### config.mk
export PLATFORM = sky130hd
export DESIGN_NAME = song_recorder
export DESIGN_NICKNAME = d
export VERILOG_FILES = /design/src/rtl/song_recorder.sv
export SDC_FILE = /design/constraint.sdc
export NUM_CORES = 1
export LEC_CHECK = 0
export CORE_MARGIN = 2
export CORE_UTILIZATION = 40
export CTS_CLUSTER_DIAMETER = 50
export DETAILED_ROUTE_END_ITERATION = 6
export HOLD_SLACK_MARGIN = 0.05
export PLACE_DENSITY_LB_ADDON = 0.12
export SLEW_MARGIN = 30
export SYNTH_ARGS = -nofsm -noshare
export SYNTH_HDL_FRONTEND = slang
export SYNTH_SLANG_ARGS = --single-unit
### constraint.sdc
create_clock -name clk -period 7.1 [get_ports clk]
set_input_delay 1.42 -clock clk [delete_from_list [all_inputs] [get_ports clk]]
set_output_delay 1.42 -clock clk [all_outputs]
set_load 0.05 [all_outputs]
### src/rtl/song_recorder.sv
// Song recorder: captures live notes as (note, duration) entries into a song RAM read back through a 1-cycle port.
// Optional build macro SONG_RECORDER_TRIM_REST_EN drops a trailing rest segment when a take is stopped.
module song_recorder #(
  parameter int NOTE_W      = 5,
  parameter int DUR_W       = 8,
  parameter int DEPTH       = 64,
  parameter int ADDR_W      = 6,
  parameter int TICK_CYCLES = 1000000
) (
  input  logic              clk,
  input  logic              reset,
  input  logic              rec_start,
  input  logic              rec_stop,
  input  logic [NOTE_W-1:0] note_in,
  input  logic              rd_en,
  input  logic [ADDR_W-1:0] rd_addr,
  output logic [NOTE_W-1:0] rd_note,
  output logic [DUR_W-1:0]  rd_dur,
  output logic [ADDR_W:0]   length,
  output logic              recording,
  output logic              full
);

  localparam int PS_W = (TICK_CYCLES > 1) ? $clog2(TICK_CYCLES) : 1;
  localparam logic [PS_W-1:0]   PS_LAST  = PS_W'(TICK_CYCLES - 1);
  localparam logic [PS_W-1:0]   PS_ONE   = PS_W'(1);
  localparam logic [DUR_W-1:0]  DUR_MAX  = {DUR_W{1'b1}};
  localparam logic [DUR_W-1:0]  DUR_ONE  = DUR_W'(1);
  localparam logic [ADDR_W:0]   LEN_ONE  = (ADDR_W+1)'(1);
  localparam logic [ADDR_W:0]   LEN_LAST = (ADDR_W+1)'(DEPTH - 1);
  localparam logic [ADDR_W-1:0] PTR_ONE  = ADDR_W'(1);

  typedef enum logic [1:0] {
    S_IDLE    = 2'd0,
    S_ARMED   = 2'd1,
    S_CAPTURE = 2'd2,
    S_DONE    = 2'd3
  } state_t;

  state_t              state_r, state_s;
  logic [ADDR_W:0]     length_r, length_s;
  logic [ADDR_W-1:0]   wr_ptr_r, wr_ptr_s;
  logic                full_r, full_s;
  logic [DUR_W-1:0]    dur_cnt_r, dur_cnt_s;
  logic [PS_W-1:0]     prescaler_r, prescaler_s;
  logic [NOTE_W-1:0]   cur_note_r, cur_note_s;
  logic                recording_r;
  logic                commit_s;
  logic [NOTE_W-1:0]   rd_note_r;
  logic [DUR_W-1:0]    rd_dur_r;
  logic [NOTE_W+DUR_W-1:0] mem_r [DEPTH];

  // Next-state, segment timing and commit decision
  always_comb begin
    state_s     = state_r;
    length_s    = length_r;
    wr_ptr_s    = wr_ptr_r;
    full_s      = full_r;
    dur_cnt_s   = dur_cnt_r;
    prescaler_s = prescaler_r;
    cur_note_s  = cur_note_r;
    commit_s    = 1'b0;
    if (rec_start) begin
      state_s  = S_ARMED;
      length_s = '0;
      wr_ptr_s = '0;
      full_s   = 1'b0;
    end else begin
      case (state_r)
        S_IDLE: state_s = S_IDLE;
        S_ARMED: begin
          if (rec_stop) begin
            state_s = S_DONE;
          end else if (note_in != '0) begin
            cur_note_s  = note_in;
            dur_cnt_s   = DUR_ONE;
            prescaler_s = '0;
            state_s     = S_CAPTURE;
          end else begin
            state_s = S_ARMED;
          end
        end
        S_CAPTURE: begin
          if (rec_stop) begin
            state_s = S_DONE;
`ifdef SONG_RECORDER_TRIM_REST_EN
            commit_s = (cur_note_r != '0);
`else
            commit_s = 1'b1;
`endif
          end else if (note_in != cur_note_r) begin
            commit_s    = 1'b1;
            cur_note_s  = note_in;
            dur_cnt_s   = DUR_ONE;
            prescaler_s = '0;
          end else if (prescaler_r == PS_LAST) begin
            prescaler_s = '0;
            // A saturated duration splits the note instead of overflowing
            if (dur_cnt_r == DUR_MAX) begin
              commit_s  = 1'b1;
              dur_cnt_s = DUR_ONE;
            end else begin
              dur_cnt_s = dur_cnt_r + DUR_ONE;
            end
          end else begin
            prescaler_s = prescaler_r + PS_ONE;
          end
          if (commit_s) begin
            wr_ptr_s = wr_ptr_r + PTR_ONE;
            length_s = length_r + LEN_ONE;
            if (length_r == LEN_LAST) begin
              full_s  = 1'b1;
              state_s = S_DONE;
            end else begin
              full_s = full_r;
            end
          end else begin
            wr_ptr_s = wr_ptr_r;
          end
        end
        S_DONE: state_s = S_DONE;
        default: state_s = S_IDLE;
      endcase
    end
  end

  // Control and status registers
  always_ff @(posedge clk or posedge reset) begin
    if (reset) begin
      state_r     <= S_IDLE;
      length_r    <= '0;
      wr_ptr_r    <= '0;
      full_r      <= 1'b0;
      dur_cnt_r   <= '0;
      prescaler_r <= '0;
      cur_note_r  <= '0;
      recording_r <= 1'b0;
    end else begin
      state_r     <= state_s;
      length_r    <= length_s;
      wr_ptr_r    <= wr_ptr_s;
      full_r      <= full_s;
      dur_cnt_r   <= dur_cnt_s;
      prescaler_r <= prescaler_s;
      cur_note_r  <= cur_note_s;
      recording_r <= (state_s == S_ARMED) || (state_s == S_CAPTURE);
    end
  end

  // Song RAM write port
  always_ff @(posedge clk) begin
    if (commit_s) begin
      mem_r[wr_ptr_r] <= {cur_note_r, dur_cnt_r};
    end
  end

  // Synchronous read port; a colliding write is seen on the following read
  always_ff @(posedge clk or posedge reset) begin
    if (reset) begin
      rd_note_r <= '0;
      rd_dur_r  <= '0;
    end else if (rd_en) begin
      {rd_note_r, rd_dur_r} <= mem_r[rd_addr];
    end
  end

  assign rd_note   = rd_note_r;
  assign rd_dur    = rd_dur_r;
  assign length    = length_r;
  assign recording = recording_r;
  assign full      = full_r;

endmodule
==> flow_summary.toml, run 1 <==
[die]
die_width_um = 300
dieHeight_um = 300
core_area_um2 = 86800
ios = 38
rows = 108
die_area_um2 = 90000
start_util_pct = 40.4

[sta]
finalClockSkew_ns = 0.0239
worst_slack_ns = 2.92
finalSetupTns_ns = 0
hold_viol_final = 0
finalSetupViolCount = 0
max_freq_ghz = 0.239
rsz0062_at_grt = "false"
worstMarginPinSlew_ns = 1.02
slew_violations = 0
slew_headroom_pct = 31.8
min_period_over_period_pct = 58.8
period_minus_slack_ns = 4.18

[logic_synthesis]
synth_cell_types = 62
syn_nets = 1707
synth-xor-area-share_pct = 0.800
ys_seq_area_share_pct = 75.8
netlist_instances = 1687
synth_simple_gate_area_share_pct = 3.36
synth_area_leaders = "edfxtp_1, mux4_2, dfrtp_1"
synth_top_family_by_area = "multiplexers"
synth_top_cell_area_share_pct = 71.3
synth_async_sr_flop_share_pct = 7.04
synth-seq-cells = 895
avgSynthCellArea_um2 = 20.8
yosysWarnings = 0
synth_compound_area_share_pct = 2.49
yosys.area.top_type = "edfxtp_1"
synthAdderAreaFrac_pct = 0.143
synth_edf_count = 832
syn_area_um2 = 35000
synthMuxAreaShare_pct = 16.3
synth_ff_type = "edfxtp_1"

[clocking]
post-cts-setup-buffers = 0
h-tree-depth = 3
cts_tree = "done"
clock_path_buffers = 3
holdBufCountCts = 0
cts_num_sinks = 895
cts-resized-gates = 0
clk_pin_slew_worst_paths_ns = 0.06
cts-root-buf = "clkbuf_16"
numCtsBuffers = 106
clk_latency_ns = 0.66

[setup_path]
crit_path_end_kind = "register"
worst-path-max-fanout = 69
cpLargestDelayFamily = "simple AND/OR/NAND/NOR gates"
critPathLaunchType = "register"
critPathArrivalTime_ns = 4.46
cpMaxStageDelayCell = "nor2_2"
critPathMaxStageDelay_ns = 0.90
crit_required_ns = 7.38
path_class = "register to register"
path_cells = "buf_4, nand2_1, nor3_1, nand3_2, nand2_2, nand4b_1, nor2_2"
cp_num_buf_inv = 1

[run]
maxCapViolations = 0

[drt]
routed_wl_mm = 84.0
antenna_left = 0
drc = 0
viasPerCell = 5.55
drt_iter0_drc = 1556
vias = 17000
wl_per_cell_um = 27.5
firstDrtPassIters = 6

[place]
place_hpwl_mm = 48.7
port_buffers = 37
dp_slack_ns = 2.25
place_inst = 2859
finalWeightedCongestion = 0.812

[global_routing]
grt_pass1_vias = 17400
gr-total-overflow = 0
antenna_found_initial = 1
grt_pass1_wl_mm = 124
grt_max_degree = 82
grt_use_total_pct = 19.0

[power_and_ir_drop]
leakagePower_nw = 13.4
powerDensity_nw_per_um2 = 295
max-vdd-ir-drop_mv = 0.205

[final_layout]
synthToLayoutAreaGrowth_pct = 16.1
finalNetCount = 1832
stdcell_count = 3058
drive_gt1_share_pct = 27.3

[outcome]
status = "finished clean"

[worst_hold_path]
min_path_type = "register to register"
## cell families after synthesis
logic type	count (synthesis)
muxes	307
xor gates and xnor gates	32
and+or+nand+nor	250
adders and majority gates	4
DFF	895
AOI/OAI and AO/OA	114
buffers and inverters	85
## cell usage after synthesis (all sizes together) (2+ instances only)
cell type,n
xnor2,16
a32o,2
mux2,19
a211oi,15
nand3b,2
or2,3
nand2b,3
o22ai,13
dfrtp,63
o211ai,2
a221o,26
mux2i,80
nor2b,8
or4b,2
nand4,11
nand2,40
mux4,208
or4,2
buf,52
nor3,12
ha,4
nor2,122
xor2,16
a21oi,26
or3,3
nand4b,4
and3,4
and4,2
nand4bb,2
a21bo,2
o21a,2
inv,5
and2,3
nand3,23
edfxtp,832
clkbuf,28
o21ai,6
o221ai,13
## sequential cells by signal (all words and copies together), names as in the netlist
register,count
state_r,2
prescaler_r,20
cur_note_r,5
rd_note,5
rd_dur,8
mem_r,832
length,7
full,1
dur_cnt_r,8
recording,1
wr_ptr_r,6
## path summary, 6_finish.rpt
| kind | from | endpoint | slack (ns) | cells past startpoint |
|---|---|---|---|---|
| worst max-delay path | dur_cnt_r[4] | mem_r[9][2] | 2.92 | 7 |
| worst max register to register | dur_cnt_r[4] | mem_r[9][2] | 2.92 | 7 |
| max in group asynchronous | reset | dur_cnt_r[7] | 5.33 | 3 |
| worst min register to register | full | full | 0.52 | 2 |
| min in group asynchronous | reset | length[5] | 1.23 | 3 |
| worst min-delay path | full | full | 0.52 | 2 |
## layout by cell type, fill, tap and decap left out, types with 19 or more instances in the layout
| cell | instances |
|---|---|
| clkbuf_16 | 107 |
| nand2_1 | 39 |
| clkdlybuf4s50_1 | 34 |
| nand3_1 | 22 |
| mux2i_1 | 80 |
| a21oi_1 | 25 |
| buf_4 | 53 |
| nor2_2 | 32 |
| mux4_2 | 208 |
| edfxtp_1 | 832 |
| dfrtp_1 | 50 |
| mux2_2 | 19 |
| nor2_1 | 90 |
| a221o_1 | 26 |
## through the flow
stage | utilization [%] | instance area [µm²] | hold WS [ns] | power [mW]
floorplan | - | 35000 | 0.472 | 6.39
global placement | 42.7 | 37000 | 0.497 | 6.70
detailed placement | 42.8 | 37100 | 0.489 | 6.71
CTS | 46.9 | 40700 | 0.519 | 12.2
global route | 46.9 | 40700 | 0.556 | 12.4
finish | 46.9 | 40700 | 0.521 | 12.0
## layout make-up
type / instances / area, µm²
Fill cell: 7255 / 46100
Sequential cell: 895 / 26600
Multi-Input combinational cell: 707 / 8180
Clock buffer: 125 / 2760
Tap cell: 1155 / 1450
Timing Repair Buffer: 97 / 911
Clock inverter: 72 / 798
Inverter: 5 / 18.8
Antenna cell: 2 / 5.00
## layer usage
layer / share of wire [%] / up-vias / track usage (%)
met3: 5.2 / 100 / 2.88
met1: 47 / 9107 / 29.1
met2: 46 / 446 / 28.7
met4: 1.7 / 0 / 4.55
met5: 0 / - / 0
li1: - / 7306 / -
## worst register-to-register path: cells and delay by family (launching register included)
kind	cells	cell delay, ns
flops	1	0.34
simple gates	6	2.84
buf+inv	1	0.64
## power by group
| group | switching, mW | total, mW | leakage, nW | internal, mW |
|---|---|---|---|---|
| logic | 0.474 | 0.675 | 3.04 | 0.201 |
| clock network | 2.17 | 5.44 | 1.72 | 3.27 |
| registers | 0.0291 | 5.91 | 8.67 | 5.88 |
Note: power is estimated with default switching activity, not from simulation.
==> run 2, diff against run 1 <==
==> constraint.sdc (replaced) <==
create_clock -name clk -period 4 [get_ports clk]
set_input_delay 0.8 -clock clk [delete_from_list [all_inputs] [get_ports clk]]
set_output_delay 0.8 -clock clk [all_outputs]
set_load 0.05 [all_outputs]
==> run 2 against run 1 <==
Global-route usage grew 0.23 points. Largest power group unchanged. Critical path type unchanged. Clock power grew 78%. Critical path depth grew 1. Hold slack lost 0.0011 ns. Sequential cell count is the same. Largest cell class unchanged. Critical endpoint is now mem_r[27][2].
==> flow_summary.toml, run 2 (synthesized netlist as in run 1, its figures left out) <==
[power_and_ir_drop]
max-vdd-ir-drop_mv = 0.514
leakagePower_nw = 13.7
power.total_mw = 21.3
powerDensity_nw_per_um2 = 519

[final_layout]
antenna_cells = 0
top_regs = "mem_r (832), prescaler_r (20)"
synthToLayoutAreaGrowth_pct = 17.3
mostFrequentLayoutCell = "edfxtp_1"
mostFrequentLayoutCells = "edfxtp_1, mux4_2, nor2_1"
largest_reg_flops = 832
top_register = "mem_r"
drive_gt1_share_pct = 28.5
finalNetCount = 1889

[global_routing]
grt.met2_usage_pct = 29.1
gr-total-overflow = 0
busiest_layer = "met1"
grt_pass1_wl_mm = 125
grt_pass1_vias = 17400
grtUsageMet1_pct = 29.4
use_met3_pct = 3.46
grt_use_total_pct = 19.2
antenna_found_initial = 1
grt_max_degree = 69

[setup_path]
worst-path-max-fanout = 13
r2r_slack_ns = 0.70
cpMaxStageDelayCell = "nand4_1"
crit_path_end_kind = "register"
crit_required_ns = 4.33
cp_num_buf_inv = 2
cp.depth = 8
crit_path_frequent_cell = "buf_4"
r2r_cells = 8
critPathArrivalTime_ns = 3.63
setup.worst_path.end = "mem_r[27][2]"
path_class = "register to register"
critPathLaunchType = "register"
cpLargestDelayFamily = "simple AND/OR/NAND/NOR gates"
path_cells = "or4b_1, nor4_2, nand3_2, nand2_2, buf_4, nand4_1, nor2_1, buf_4"
worstReg2RegStart = "prescaler_r[10]"
crit_start = "prescaler_r[10]"
rr_endpoint = "mem_r[27][2]"
critPathMaxStageDelay_ns = 0.58

[clocking]
holdBufCountCts = 0
clk_pin_slew_worst_paths_ns = 0.06
post-cts-setup-buffers = 0
cts-resized-gates = 0
clk_latency_ns = 0.65
clock_path_buffers = 3
numCtsBuffers = 103
cts-root-buf = "clkbuf_16"
cts_tree = "done"
cts_num_sinks = 895
h-tree-depth = 3

[die]
die_area_um2 = 90000
core_area_um2 = 86800
ios = 38
dieHeight_um = 300
start_util_pct = 40.4
rows = 108
die_width_um = 300

[sta]
slew_headroom_pct = 38.5
finalSetupViolCount = 0
rsz0062_at_grt = "false"
min_period_over_period_pct = 82.5
hold_viol_final = 0
max_freq_ghz = 0.303
slew_violations = 0
finalSetupTns_ns = 0
finalClockSkew_ns = 0.0269
worstMarginPinSlew_ns = 0.920
period_minus_slack_ns = 3.30

[drt]
drc = 0
firstDrtPassIters = 5
wl_per_cell_um = 27.7
antenna_left = 0
routed_wl_mm = 86.0
vias = 17200
viasPerCell = 5.53
drt_iter0_drc = 1598

[outcome]
status = "finished clean"

[place]
finalWeightedCongestion = 0.806
port_buffers = 37
place_hpwl_mm = 51.3

[run]
maxCapViolations = 0

[worst_hold_path]
min_path_type = "register to register"
[run 2: cell types whose count changed in the layout (fill, tap and decap cells not counted), sizes merged]
cell	change
bufinv	+2
buf	+60
clkinv	-7
inv	-1
clkinvlp	-1
diode	-2
[run 2: per-layer routing]
metal / vias to the layer above / routed length [µm]
li1: 7402 / -
met5: - / 0
met3: 101 / 4800
met4: 0 / 1410
met1: 9226 / 40400
met2: 449 / 39300
[run 2: power breakdown]
part,leakage (nW),switching (mW),internal [mW]
clock network,1.71,3.79,5.87
registers,8.64,0.0459,10.4
logic,3.35,0.829,0.372
total,13.7,4.66,16.7
[run 2: worst min-delay path by stage]
stage / startpoint / cells after the start / to
floorplan: prescaler_r[6] / 1 / prescaler_r[6]
global placement: full / 2 / full
detailed placement: full / 2 / full
CTS: full / 2 / full
global route: full / 2 / full
finish: full / 2 / full
[run 2: stage by stage]
stage | utilization [%] | cell area [µm²] | worst slack, ns | hold slack (ns) | cells
CTS | 47.4 | 41100 | 0.708 | 0.521 | 3109
global route | 47.4 | 41100 | 0.577 | 0.557 | 3109
global placement | 43.3 | 37500 | 0.369 | 0.495 | 2919
detailed placement | 43.3 | 37600 | 0.390 | 0.493 | 2919
finish | 47.4 | 41100 | 0.701 | 0.520 | 3109
floorplan | - | 35000 | 0.175 | 0.472 | 1687
[run 2: worst reg2reg max path, cell delays in order, from the launching register on]
cell,delay [ns]
dfrtp_1,0.43
or4b_1,0.53
nor4_2,0.34
nand3_2,0.18
nand2_2,0.20
buf_4,0.18
nand4_1,0.58
nor2_1,0.28
buf_4,0.27
[run 2: layout make-up]
cell class | count | area, µm²
fill | 7283 | 45700
sequential | 895 | 26600
clock inverter | 65 | 771
inverter | 5 | 18.8
timing repair buffer | 157 | 1410
clock buffer | 125 | 2740
multi-input combinational | 707 | 8120
tap | 1155 | 1450
